--- src/rtl/uart_tx_arbiter.sv ---
// uart_tx_arbiter: shares one 8N1 UART TX pin between two packet sources.
// Port 0 is the telemetry/sysmon stream, port 1 the SoC debug console.
// A granted port keeps the line for its whole packet (up to the byte flagged
// `last`); grants alternate round-robin between packets, and an owner that
// goes quiet mid-packet is released after LOCK_TIMEOUT idle cycles.
//
// Arbiter states:
//   state    | meaning
//   ---------+-----------------------------------------------------------
//   ARB_IDLE | nobody owns the line; grant on the next valid request
//   LOCKED   | owner holds the line, ready is high, waiting for a byte
//   SENDING  | byte handed to the serializer, waiting for its stop bit
//
// Serializer states:
//   state    | meaning
//   ---------+-----------------------------------------------------------
//   TX_IDLE  | line high, waiting for a byte from the arbiter
//   TX_START | driving the start bit (low)
//   TX_DATA  | driving data bits, LSB first
//   TX_STOP  | driving the stop bit (high)

module uart_tx_arbiter #(
    parameter int CLK_FREQ     = 20000000,
    parameter int BAUD_RATE    = 125000,
    parameter int LOCK_TIMEOUT = 1000000
) (
    input  logic       clk,
    input  logic       rst_n,

    input  logic       m0_valid,
    input  logic [7:0] m0_data,
    input  logic       m0_last,
    output logic       m0_ready,

    input  logic       m1_valid,
    input  logic [7:0] m1_data,
    input  logic       m1_last,
    output logic       m1_ready,

    output logic       tx_out,
    output logic       owner_valid,
    output logic       owner,
    output logic       busy,
    output logic       timeout_err
);

    localparam int BIT_PERIOD = CLK_FREQ / BAUD_RATE;
    localparam int CNT_W      = (BIT_PERIOD > 2) ? $clog2(BIT_PERIOD) : 1;
    localparam int IDLE_W     = (LOCK_TIMEOUT > 1) ? $clog2(LOCK_TIMEOUT) : 1;

    localparam logic [CNT_W-1:0]  BIT_LAST  = CNT_W'(BIT_PERIOD - 1);
    localparam logic [IDLE_W-1:0] IDLE_LAST = IDLE_W'(LOCK_TIMEOUT - 1);

    if (BIT_PERIOD < 2) begin : g_bad_baud
        $error("uart_tx_arbiter: CLK_FREQ/BAUD_RATE must be at least 2");
    end

    if (LOCK_TIMEOUT < 1) begin : g_bad_timeout
        $error("uart_tx_arbiter: LOCK_TIMEOUT must be at least 1");
    end

    typedef enum logic [1:0] {
        ARB_IDLE,
        LOCKED,
        SENDING
    } arb_state_t;

    typedef enum logic [1:0] {
        TX_IDLE,
        TX_START,
        TX_DATA,
        TX_STOP
    } tx_state_t;

    arb_state_t        arb_state;
    tx_state_t         tx_state;

    // Port granted most recently; reset to 1 so port 0 wins the first tie.
    logic              last_grant;
    logic [IDLE_W-1:0] idle_cnt;
    logic [7:0]        tx_byte;
    logic              pkt_last;
    logic              tx_go;

    logic [CNT_W-1:0]  bit_cnt;
    logic [2:0]        bit_idx;
    logic [7:0]        shreg;

    logic              own_valid;
    logic [7:0]        own_data;
    logic              own_last;
    logic              grant_sel;
    logic              stop_done;

    // Readies come straight from registered state so they never depend on
    // the requesters' valid inputs.
    assign m0_ready  = (arb_state == LOCKED) && (owner == 1'b0);
    assign m1_ready  = (arb_state == LOCKED) && (owner == 1'b1);

    assign own_valid = owner ? m1_valid : m0_valid;
    assign own_data  = owner ? m1_data  : m0_data;
    assign own_last  = owner ? m1_last  : m0_last;

    // On a tie the port that was not granted last wins; otherwise the only
    // requester wins.
    assign grant_sel = (m0_valid && m1_valid) ? ~last_grant : m1_valid;

    // True on the cycle whose closing edge ends the stop bit.
    assign stop_done = (tx_state == TX_STOP) && (bit_cnt == '0);

    // Arbiter: grant, packet lock, idle timeout and round-robin update.
    always_ff @(posedge clk or negedge rst_n) begin
        if (!rst_n) begin
            arb_state   <= ARB_IDLE;
            owner       <= 1'b0;
            owner_valid <= 1'b0;
            timeout_err <= 1'b0;
            last_grant  <= 1'b1;
            idle_cnt    <= '0;
            tx_byte     <= '0;
            pkt_last    <= 1'b0;
            tx_go       <= 1'b0;
        end else begin
            timeout_err <= 1'b0;
            tx_go       <= 1'b0;
            case (arb_state)
                ARB_IDLE: begin
                    if (m0_valid || m1_valid) begin
                        owner       <= grant_sel;
                        owner_valid <= 1'b1;
                        idle_cnt    <= '0;
                        arb_state   <= LOCKED;
                    end
                end
                LOCKED: begin
                    if (own_valid) begin
                        tx_byte   <= own_data;
                        pkt_last  <= own_last;
                        tx_go     <= 1'b1;
                        idle_cnt  <= '0;
                        arb_state <= SENDING;
                    end else if (idle_cnt == IDLE_LAST) begin
                        // This idle cycle is number LOCK_TIMEOUT: give up.
                        timeout_err <= 1'b1;
                        owner_valid <= 1'b0;
                        last_grant  <= owner;
                        idle_cnt    <= '0;
                        arb_state   <= ARB_IDLE;
                    end else begin
                        idle_cnt <= idle_cnt + IDLE_W'(1);
                    end
                end
                SENDING: begin
                    if (stop_done) begin
                        if (pkt_last) begin
                            owner_valid <= 1'b0;
                            last_grant  <= owner;
                            arb_state   <= ARB_IDLE;
                        end else begin
                            idle_cnt  <= '0;
                            arb_state <= LOCKED;
                        end
                    end
                end
                default: begin
                    owner_valid <= 1'b0;
                    arb_state   <= ARB_IDLE;
                end
            endcase
        end
    end

    // Serializer: one 8N1 frame per tx_go pulse, each bit held BIT_PERIOD
    // cycles by a down-counter. tx_out is a flop with async set so the line
    // snaps high the moment reset asserts.
    always_ff @(posedge clk or negedge rst_n) begin
        if (!rst_n) begin
            tx_state <= TX_IDLE;
            bit_cnt  <= '0;
            bit_idx  <= '0;
            shreg    <= '0;
            tx_out   <= 1'b1;
            busy     <= 1'b0;
        end else begin
            case (tx_state)
                TX_IDLE: begin
                    if (tx_go) begin
                        shreg    <= tx_byte;
                        bit_cnt  <= BIT_LAST;
                        tx_out   <= 1'b0;
                        busy     <= 1'b1;
                        tx_state <= TX_START;
                    end
                end
                TX_START: begin
                    if (bit_cnt == '0) begin
                        bit_cnt  <= BIT_LAST;
                        bit_idx  <= '0;
                        tx_out   <= shreg[0];
                        tx_state <= TX_DATA;
                    end else begin
                        bit_cnt <= bit_cnt - CNT_W'(1);
                    end
                end
                TX_DATA: begin
                    if (bit_cnt == '0) begin
                        bit_cnt <= BIT_LAST;
                        if (bit_idx == 3'd7) begin
                            tx_out   <= 1'b1;
                            tx_state <= TX_STOP;
                        end else begin
                            bit_idx <= bit_idx + 3'd1;
                            shreg   <= {1'b0, shreg[7:1]};
                            tx_out  <= shreg[1];
                        end
                    end else begin
                        bit_cnt <= bit_cnt - CNT_W'(1);
                    end
                end
                TX_STOP: begin
                    if (bit_cnt == '0) begin
                        busy     <= 1'b0;
                        tx_state <= TX_IDLE;
                    end else begin
                        bit_cnt <= bit_cnt - CNT_W'(1);
                    end
                end
                default: begin
                    tx_out   <= 1'b1;
                    busy     <= 1'b0;
                    tx_state <= TX_IDLE;
                end
            endcase
        end
    end

endmodule

--- config.mk ---
export PLATFORM = sky130hd
export DESIGN_NAME = uart_tx_arbiter
export DESIGN_NICKNAME = d
export VERILOG_FILES = /design/src/rtl/uart_tx_arbiter.sv
export SDC_FILE = /design/constraint.sdc
export NUM_CORES = 1
export LEC_CHECK = 0
export BUFFER_PORTS_ARGS = -buffer_cell sky130_fd_sc_hd__buf_2
export CORE_MARGIN = 1
export CORE_UTILIZATION = 64
export DETAILED_ROUTE_END_ITERATION = 6
export PLACE_DENSITY = 0.85
export SYNTH_ARGS = -nofsm -noshare
export SYNTH_HDL_FRONTEND = slang
export SYNTH_SLANG_ARGS = --single-unit
export TNS_END_PERCENT = 30
--- constraint.sdc ---
create_clock -name clk -period 3.85 [get_ports clk]
set_input_delay 0.77 -clock clk [delete_from_list [all_inputs] [get_ports clk]]
set_output_delay 0.77 -clock clk [all_outputs]
set_load 0.05 [all_outputs]
# After elaboration in Yosys (flattened, before gate mapping)
# Index checks and enable logic that the tools add are counted.
[totals] register_bits=59 output_inout_bits=7 wordCells=126
[op_classes] n_addsub=3 n_eq_ne=21 muxes=58 bitwise_logic=2 reduce_logical=27
[op_table] op="20-bit two-way mux" count=5
[op_table] op="20-bit case mux with 3 select lines" count=1
[op_table] op="8-bit two-way mux" count=7
[op_table] op="1-bit two-way mux" count=24
[op_table] op="8-bit case mux with 3 select lines" count=1
[op_table] op="2-bit inequality test (second input constant)" count=11
[op_table] op="20-bit by 1-bit adder with 20-bit output (second input constant)" count=1
[op_table] op="20-bit == test (second input constant)" count=1
[op_table] op="2-bit two-way mux" count=9
[op_table] op="8-bit case mux with 2 select lines" count=1
[op_table] op="4-bit AND reduction" count=4
[op_table] op="5-bit AND reduction" count=3
[op_table] op="3-bit two-way mux" count=3
[op_table] op="8-bit logical NOT" count=1
[op_table] op="2-bit case mux with 4 select lines" count=1
[op_table] op="2-bit nonzero test" count=4
[op_table] op="8-bit by 1-bit subtractor with 8-bit output (second input constant)" count=1
[op_table] op="2-bit == test (second input constant)" count=3
[op_table] op="1-bit case mux with 3 select lines" count=2
[op_table] op="2-bit case mux with 3 select lines" count=1
[op_table] op="3-bit case mux with 2 select lines" count=1
[op_table] op="2-bit AND reduction" count=3
[op_table] op="3-bit AND reduction" count=2
[op_table] op="3-bit nonzero test" count=2
[op_table] op="11 further kinds" count=19

# Depth between registers and ports, before layout
# Gate-level depths: netlist (run 1).
[logic_depth] word_depth=4 depth_mapped=8 ltp_nobuf=7

# Worst setup path after synthesis (run 1)
# No wires, ideal clock.
[synth_path] path_type="reg-to-output" start="reg owner" end="out m1_ready" arrival_time_ns=1.739 setup_slack_ns=1.341 stages_incl_launch_ff=4 n_path_buf=2 cell_sequence="dfrtp_1 -> buf_2 -> buf_1 -> and2_1"
[synth_between] elab_chain_cells=1
[synth_lines] item="start, declared" line_no="42" source="output logic owner,"
[synth_lines] item="start signal, assigned" line_no="129" source="owner <= grant_sel;"
[synth_lines] item="1-bit logical AND" line_no="98" source="assign m1_ready = (arb_state == LOCKED) && (owner == 1'b1);"
[synth_lines] item="end, declared" line_no="38" source="output logic m1_ready,"
# Every way passes these cells.

# Final worst setup path (run 1)
[layout_path] start="reg owner" end="reg arb_state[0]"
[layout_between] elab_chain_cells=3 word_cells_on_any_way=5 classes_between="1 x eq/ne; 3 x mux; 1 x reduce/logical"
[layout_lines] item="1-bit two-way mux (*)" line_no="100" source="assign own_valid = owner ? m1_valid : m0_valid;"
[layout_lines] item="3-bit by 2-bit inequality test with 1-bit output (no line) or 2-bit two-way mux (tied branches)"
[layout_lines] item="3-bit AND reduction (no line) or 2-bit case mux with 3 select lines (tied branches)"
[layout_lines] item="end signal, assigned" line_no="114" source="arb_state <= ARB_IDLE;"
[layout_lines] item="end signal, assigned" line_no="132" source="arb_state <= LOCKED;"
[layout_lines] item="end signal, assigned" line_no="141" source="arb_state <= SENDING;"
[layout_lines] item="end, declared" line_no="75" source="arb_state_t arb_state;"
# Mark *: on every way between the ends. The rest lies on a longest branch, timed or not.
# A chain may end at the register's enable or synchronous reset.

==> impl_metrics.yaml, run 1 <==
grt:
  grt_start_max_net_pins: 34
  gr-total-overflow: 0
  grt_use_total_pct: 28.0
  grt_pass1_wl_um: 11700
  grt_pass1_vias: 2560
  grt_antenna_before_repair: 0
route:
  ant_nets: 0
  remaining_drc_errors: 0
  num_vias: 2759
  detail_route.first_pass.iterations: 5
  wl_um: 6770
  vias_per_cell: 6.13
  detail_route.wl_per_cell_um: 15.1
  first_iter_violations: 160
synthesis:
  ys.flop_type: "dfrtp_1"
  synth-edff-count: 0
  netlist_area_um2: 3360
  synth.mux.area_fraction_pct: 5.18
  synth_top_family_by_area: "compound AO/OA/AOI/OAI gates"
  ys_top_cells_by_area: "dfrtp_1, a21oi_1, mux2i_1"
  yosysWarnings: 0
  synth_top_area_cell: "dfrtp_1"
  yosys.area_share.simple_pct: 21.0
  synth_seq_area_share_pct: 44.1
  ys_async_sr_fraction_pct: 100
  synth_compound_area_share_pct: 21.6
  yosysUniqueCellTypes: 57
  syn-instance-count: 352
  synth_fa_ha_area_share_pct: 3.73
  synth_xor_area_share_pct: 0
  syn-num-nets: 384
  synth-seq-cells: 59
  avgSynthCellArea_um2: 9.53
  synth_top_cell_area_share_pct: 42.5
power:
  p_leak_nw: 1.59
  vdd.ir_drop.worst_v: 0.000537
  power.density_nw_per_um2: 718
finish:
  fin_util_pct: 75.4
  insertedDiodeCount: 0
  fillers: 362
  final_common_cell: "dfrtp_1"
  drive_gt1_share_pct: 17.0
  area_growth_pct: 9.58
  final_nets: 410
  layout_common_cells: "dfrtp_1, nor2_1, a21oi_1"
critical_path:
  crit_required_ps: 4090
  r2r-start: "owner"
  rr_endpoint: "arb_state[0]"
  crit_path_end_kind: "register"
  worst-r2r-setup-slack_ps: 1260
  ff2ff_path_depth: 6
  setup.worst_path.start_class: "register"
  crit_fanout: 21
  criticalPathCategory: "register to register"
  cp_data_arrival_time_ps: 2830
floorplan:
  coreArea_um2: 4880
  core.rowCount: 25
  die_area_um2: 5540
  die_h_um: 74.4
  ioPinCount: 29
  floorplan.initialDensity_pct: 68.8
  die_x_um: 74.4
sta:
  holdWs_ps: 425
  worst_pin_slew_ps: 709
  min_period_ps: 2590
  rsz0062_at_grt: "no"
  fmax_ghz: 0.387
  slew_viol_final: 0
  fin_setup_tns_ps: 0
  hold_violations: 0
  setup_viol: 0
  post-route-period-util_pct: 67.2
  slew_headroom_pct: 52.7
  fin_skew_ps: 9.81
clock_network:
  numCtsBuffers: 9
  cts_max_level: 3
  cts_root_buf: "clkbuf_8"
  cts_resized: 0
  insertion_delay_ps: 350
  clk_pin_slew_ps: 80
  clk_path_buf_depth: 2
  cts_sinks: 59
  post_cts_buffers: 0
  cts_hold_buf: 0
  cts_tree: "yes"
placed_design:
  portBuffers: 28
  place_hpwl_um: 4850
  gp_congestion: 0.832
flow_run:
  drv_cap: 0
min_path:
  hold_class: "input port to async pin"
outcome:
  status: "finished, final reports clean"
-- state kept, by name (all words and copies together), names as in the netlist, 2 cells and up --
signal,count
arb_state,2
bit_cnt,8
bit_idx,3
idle_cnt,20
shreg,8
tx_byte,8
tx_state,2
-- per-layer routing --
metal / vias to the layer above / track usage (%) / share of wire, %
met5: - / 0 / 0
met4: 0 / 7.13 / 1.4
met3: 16 / 8.40 / 4.5
met2: 82 / 45.6 / 49
met1: 1320 / 36.6 / 45
li1: 1341 / - / -
-- power by group --
group          switching [mW]  internal [mW]
logic                   0.656          0.444
registers               0.211          0.816
clock network           0.274          0.240
-- synthesized netlist by cell type, types with 4 or more instances --
| cell | number |
|---|---|
| dfrtp_1 | 57 |
| nor2_1 | 37 |
| a21oi_1 | 29 |
| nand2_1 | 21 |
| o21ai_0 | 21 |
| nand3_1 | 15 |
| mux2i_1 | 14 |
| a31oi_1 | 13 |
| ha_1 | 10 |
| inv_1 | 10 |
| nor3_1 | 9 |
| a22o_1 | 7 |
| clkbuf_1 | 7 |
| nand2b_1 | 7 |
| nand4_1 | 7 |
| o21a_1 | 7 |
| o22a_1 | 7 |
| a21boi_0 | 4 |
| a21o_1 | 4 |
| buf_2 | 4 |
| buf_6 | 4 |
| nand3b_1 | 4 |
| nor2b_1 | 4 |
| or3_1 | 4 |
-- critical path: stages (launching register included) --
cell and delay [ps]:
dfrtp_1 740, mux2i_1 320, and2_1 190, o31a_1 600
buf_4 330, nor2_1 70, a211oi_1 230
-- worst max-delay path by stage --
stage                     startpoint            to  slack (ps)  depth (start not counted)
after floorplan                owner      m1_ready        1340                          3
after global placement      m1_valid  arb_state[0]        1320                          7
after detailed placement    m1_valid  arb_state[0]        1260                          7
after CTS                      owner  arb_state[0]        1300                          6
after global routing           owner  arb_state[0]        1070                          6
final                          owner  arb_state[0]        1260                          6
-- cell families (layout without fill, tap and decap cells) --
kind of cell	Yosys count	count (layout)
adders and majority gates	10	10
AOI/OAI and AO/OA	112	112
muxes	17	17
and+or+nand+nor	127	127
buffers and inverters	27	58
DFF	59	59
-- through the flow --
stage / area [µm²] / cells / total power, mW / worst slack (ps)
floorplan: 3360 / 352 / 1.90 / 1340
global placement: 3500 / 434 / 2.07 / 1320
detailed placement: 3500 / 434 / 2.13 / 1260
CTS: 3680 / 450 / 2.64 / 1300
global route: 3680 / 450 / 2.84 / 1070
finish: 3680 / 450 / 2.64 / 1260
-- final cells by class --
cell class / count / area [µm²] / area share (%)
Inverter: 10 / 37.5 / 1.02
Multi-Input combinational cell: 266 / 1730 / 47.0
Tap cell: 67 / 83.8 / 2.28
Timing Repair Buffer: 32 / 170 / 4.63
Clock inverter: 6 / 50.0 / 1.36
Clock buffer: 10 / 128 / 3.47
Sequential cell: 59 / 1480 / 40.2
Power figures use the tool's default switching activity.
==> run 2, diff against run 1 <==
--- a/config.mk
+++ b/config.mk
@@ -7,9 +7,9 @@
 export LEC_CHECK = 0
 export BUFFER_PORTS_ARGS = -buffer_cell sky130_fd_sc_hd__buf_2
 export CORE_MARGIN = 1
-export CORE_UTILIZATION = 64
+export CORE_UTILIZATION = 60
 export DETAILED_ROUTE_END_ITERATION = 6
-export PLACE_DENSITY = 0.85
+export PLACE_DENSITY = 0.8
 export SYNTH_ARGS = -nofsm -noshare
 export SYNTH_HDL_FRONTEND = slang
 export SYNTH_SLANG_ARGS = --single-unit
==> constraint.sdc (replaced) <==
create_clock -name clk -period 2.4 [get_ports clk]
set_input_delay 0.48 -clock clk [delete_from_list [all_inputs] [get_ports clk]]
set_output_delay 0.48 -clock clk [all_outputs]
set_load 0.05 [all_outputs]
==> run 2 against run 1 <==
Compared with the run above: power grew 68%; first-iteration DRC count grew 3.1%; die area grew 6.5%; clock power grew 83%; clock-buffer cell count grew 2; maximum frequency grew 24%; sequential power grew 54%; register-to-register slack lost 940 ps; sequential share of layout area shrank 1.1 points; critical endpoint unchanged.
==> impl_metrics.yaml, run 2 (same netlist as run 1, synthesis figures left out) <==
floorplan:
  floorplan.initialDensity_pct: 64.1
  coreArea_um2: 5240
  die_area_um2: 5900
  core.rowCount: 26
  die_x_um: 76.8
  die_h_um: 76.8
  ioPinCount: 29
sta:
  min_period_ps: 2080
  fmax_ghz: 0.481
  rsz0062_at_grt: "no"
  post-route-period-util_pct: 86.6
  setup_viol: 0
  worst_pin_slew_ps: 440
  fin_skew_ps: 6.73
  fin_setup_tns_ps: 0
  slew_viol_final: 0
  hold_violations: 0
  slew_headroom_pct: 70.7
finish:
  fin_util_pct: 72.2
  multi_input_area_um2: 1730
  insertedDiodeCount: 0
  final_nets: 418
  fin_area_um2: 3780
  register_area_um2: 1480
  area_growth_pct: 12.6
  fillers: 391
  drive_gt1_share_pct: 18.7
  regMostFlops: "idle_cnt"
  final_common_cell: "dfrtp_1"
  layout_common_cells: "dfrtp_1, nor2_1, a21oi_1"
  largest_register_ffs: 20
power:
  vdd.ir_drop.worst_v: 0.000907
  power.density_nw_per_um2: 1170
  p_leak_nw: 1.65
route:
  wl_um: 7050
  ant_nets: 0
  detail_route.wl_per_cell_um: 15.3
  first_iter_violations: 165
  remaining_drc_errors: 0
  detail_route.first_pass.iterations: 6
  num_vias: 2786
  vias_per_cell: 6.04
critical_path:
  crit_buf_inv: 1
  cp_data_arrival_time_ps: 2320
  path_cells: "ha_1 > and3_4 > nand3_4 > o31a_1 > buf_4 > nor2_1 > a211oi_1"
  crit_path_end_kind: "register"
  cpLargestDelayFamily: "compound AO/OA/AOI/OAI gates"
  cpPeakStageDelay_ps: 430
  setup.worst_path.start_class: "register"
  criticalPathCategory: "register to register"
  slowest_stage: "dfrtp_1"
  crit_required_ps: 2640
  crit_fanout: 19
clock_network:
  cts_tree: "yes"
  cts_max_level: 3
  cts_resized: 0
  numCtsBuffers: 9
  cts_hold_buf: 0
  cts_sinks: 59
  cts_root_buf: "clkbuf_8"
  post_cts_buffers: 0
  insertion_delay_ps: 350
  clk_path_buf_depth: 2
  clk_pin_slew_ps: 70
grt:
  grt_pass1_wl_um: 12400
  gr-total-overflow: 0
  grt_pass1_vias: 2654
  grt_antenna_before_repair: 0
  grt_use_total_pct: 27.0
  grt_start_max_net_pins: 28
flow_run:
  drv_cap: 0
placed_design:
  place_hpwl_um: 4890
  portBuffers: 28
  gp_congestion: 0.859
  dpl_cell_area_um2: 3580
outcome:
  status: "finished, final reports clean"
min_path:
  hold_class: "input port to async pin"
==> run 2: changes by cell type in the layout (fill, tap and decap cells not counted), sizes merged <==
cell and change:
bufinv +1, clkinvlp -2, buf +8, clkinv +1, clkbuf +2, inv -2
==> run 2: cell type report <==
| class | instances | share of cell area (%) |
|---|---|---|
| inverter | 10 | 0.993 |
| clock buffer | 12 | 4.10 |
| tap | 70 | 2.32 |
| clock inverter | 4 | 1.29 |
| timing repair buffer | 40 | 6.42 |
| multi-input combinational | 266 | 45.7 |
| sequential | 59 | 39.1 |
==> run 2: layer usage <==
layer  track usage, %  part of all wire, %  up-vias
li1                 -                    -     1362
met1             38.3                   49     1319
met2             39.6                   44       89
met3             6.31                  5.2       16
met4             11.0                  1.6        0
met5                0                    0        -
==> run 2: path summary, 6_finish.rpt <==
| kind | slack (ps) | cells past startpoint | to | from |
|---|---|---|---|---|
| min in group clk | 360 | 2 | owner | m0_valid |
| hold / removal | 60 | 1 | bit_cnt[2] | rst_n |
| setup reg to reg | 320 | 7 | arb_state[0] | idle_cnt[0] |
| hold reg to reg | 490 | 1 | shreg[2] | shreg[2] |
| max in group asynchronous | 1680 | 2 | last_grant | rst_n |
| setup / recovery | 320 | 7 | arb_state[0] | idle_cnt[0] |
==> run 2: where the power goes <==
part	internal [mW]	total (mW)	switching [mW]
clock network	0.534	0.940	0.405
registers	1.31	1.59	0.281
logic	0.779	1.90	1.12
total	2.62	4.43	1.81
==> run 2: through the flow <==
stage / setup WS (ps) / cells / hold WS, ps / power [mW]
detailed placement: 373 / 445 / 445 / 3.50
global placement: 446 / 445 / 437 / 3.42
floorplan: 181 / 352 / 184 / 3.05
finish: 321 / 461 / 65.0 / 4.43
global route: 154 / 461 / 93.7 / 4.75
CTS: 325 / 461 / 78.7 / 4.44
==> run 3, diff against run 2 <==
--- a/config.mk
+++ b/config.mk
@@ -6,9 +6,11 @@
 export NUM_CORES = 1
 export LEC_CHECK = 0
 export BUFFER_PORTS_ARGS = -buffer_cell sky130_fd_sc_hd__buf_2
-export CORE_MARGIN = 1
+export CORE_MARGIN = 2
 export CORE_UTILIZATION = 60
 export DETAILED_ROUTE_END_ITERATION = 6
+export GPL_TIMING_DRIVEN = 0
+export MAX_ROUTING_LAYER = met4
 export PLACE_DENSITY = 0.8
 export SYNTH_ARGS = -nofsm -noshare
 export SYNTH_HDL_FRONTEND = slang
==> run 3 against run 2 <==
Compared with the run above: via count increased by 0.65%; setup slack worse by 200 ps; largest cell class unchanged; clock skew is 3.5 ps higher; highest routed layer unchanged; combinational power about the same.
==> impl_metrics.yaml, run 3 (same netlist as run 1, synthesis figures left out) <==
finish:
  area_growth_pct: 12.3
  drive_gt1_share_pct: 17.5
  fin_area_um2: 3770
  regMostFlops: "idle_cnt"
  layout_common_cells: "dfrtp_1, nor2_1, buf_2"
  fillers: 415
  final_nets: 423
  largest_register_ffs: 20
  insertedDiodeCount: 0
  final_common_cell: "dfrtp_1"
power:
  power.density_nw_per_um2: 1150
  vdd.ir_drop.worst_v: 0.000817
  p_leak_nw: 1.64
min_path:
  hold_class: "input port to async pin"
route:
  vias_per_cell: 6.00
  wl_um: 6920
  num_vias: 2804
  ant_nets: 0
  first_iter_violations: 146
  detail_route.wl_per_cell_um: 14.8
  remaining_drc_errors: 0
  detail_route.first_pass.iterations: 4
placed_design:
  gp_congestion: 0.843
  portBuffers: 28
  place_hpwl_um: 4860
  dpl_cell_area_um2: 3590
floorplan:
  floorplan.initialDensity_pct: 61.7
  die_x_um: 78.8
  ioPinCount: 29
  die_area_um2: 6210
  coreArea_um2: 5440
  die_h_um: 78.8
  core.rowCount: 27
sta:
  fin_skew_ps: 10.3
  holdWs_ps: 213
  slew_viol_final: 0
  fmax_ghz: 0.439
  fin_setup_tns_ps: 0
  setup_viol: 0
  post-route-period-util_pct: 94.8
  min_period_ps: 2280
  worst_pin_slew_ps: 735
  rsz0062_at_grt: "no"
  slew_headroom_pct: 51.0
  hold_violations: 0
clock_network:
  cts_resized: 0
  clk_path_buf_depth: 2
  cts_sinks: 59
  cts_max_level: 3
  cts_hold_buf: 0
  cts_tree: "yes"
  cts_root_buf: "clkbuf_8"
  insertion_delay_ps: 330
  clk_pin_slew_ps: 70
  numCtsBuffers: 9
  post_cts_buffers: 0
critical_path:
  crit_required_ps: 1920
  crit_path_end_kind: "output port"
  cp_data_arrival_time_ps: 1800
  criticalPathCategory: "register to output port"
  crit_fanout: 10
  setup.worst_path.start_class: "register"
grt:
  grt_pass1_wl_um: 12300
  grt_pass1_vias: 2690
  gr-total-overflow: 0
  grt_start_max_net_pins: 60
  grt_antenna_before_repair: 0
  grt_use_total_pct: 25.7
outcome:
  status: "finished, final reports clean"
flow_run:
  drv_cap: 0
[run 3: area by class of cell]
type	count	area (µm²)	share of cell area [%]
plain buffers	17	110	2.92
clock buffers	13	169	4.48
clock inverters	2	10.0	0.266
inverters	10	37.5	0.996
multi-input cells	266	1730	45.9
flip-flops and latches	59	1480	39.3
well taps	72	90.1	2.39
repair buffers	28	143	3.79
[run 3: worst max-delay path: stages (launching register included)]
cell and delay (ps):
dfrtp_1 330, buf_2 180, buf_1 480, and2_1 210
buf_2 260
[run 3: per-stage QoR]
step	worst slack [ps]	total power [mW]	utilization (%)	std cells
after floorplan	181	3.05	-	352
final	124	4.32	69.3	467
after global routing	21.7	4.66	69.3	467
after CTS	99.6	4.33	69.2	467
after detailed placement	374	3.50	65.9	452
after global placement	363	3.44	65.9	452
[run 3: path summary, 6_finish.rpt]
path | slack (ps) | end | start | cells after the start
setup / recovery | 120 | m1_ready | owner | 4
hold / removal | 210 | idle_cnt[12] | rst_n | 1
setup reg to reg | 350 | idle_cnt[6] | bit_cnt[0] | 8
hold reg to reg | 490 | shreg[5] | shreg[5] | 1
max in group asynchronous | 1700 | tx_byte[7] | rst_n | 1
min in group clk | 380 | owner | m0_valid | 2
[run 3: routing by layer]
metal  share of wire [%]  vias up  track usage [%]
met2                  49       60             39.7
met1                  46     1356             34.1
met5                   0        -                -
met3                 3.7       10             4.66
li1                    -     1378                -
met4                 1.4        0             9.82
[run 3: where the power goes]
group          total, mW  internal (mW)  switching (mW)
clock              0.829          0.451           0.378
sequential          1.56           1.31           0.251
combinational       1.93          0.772            1.16
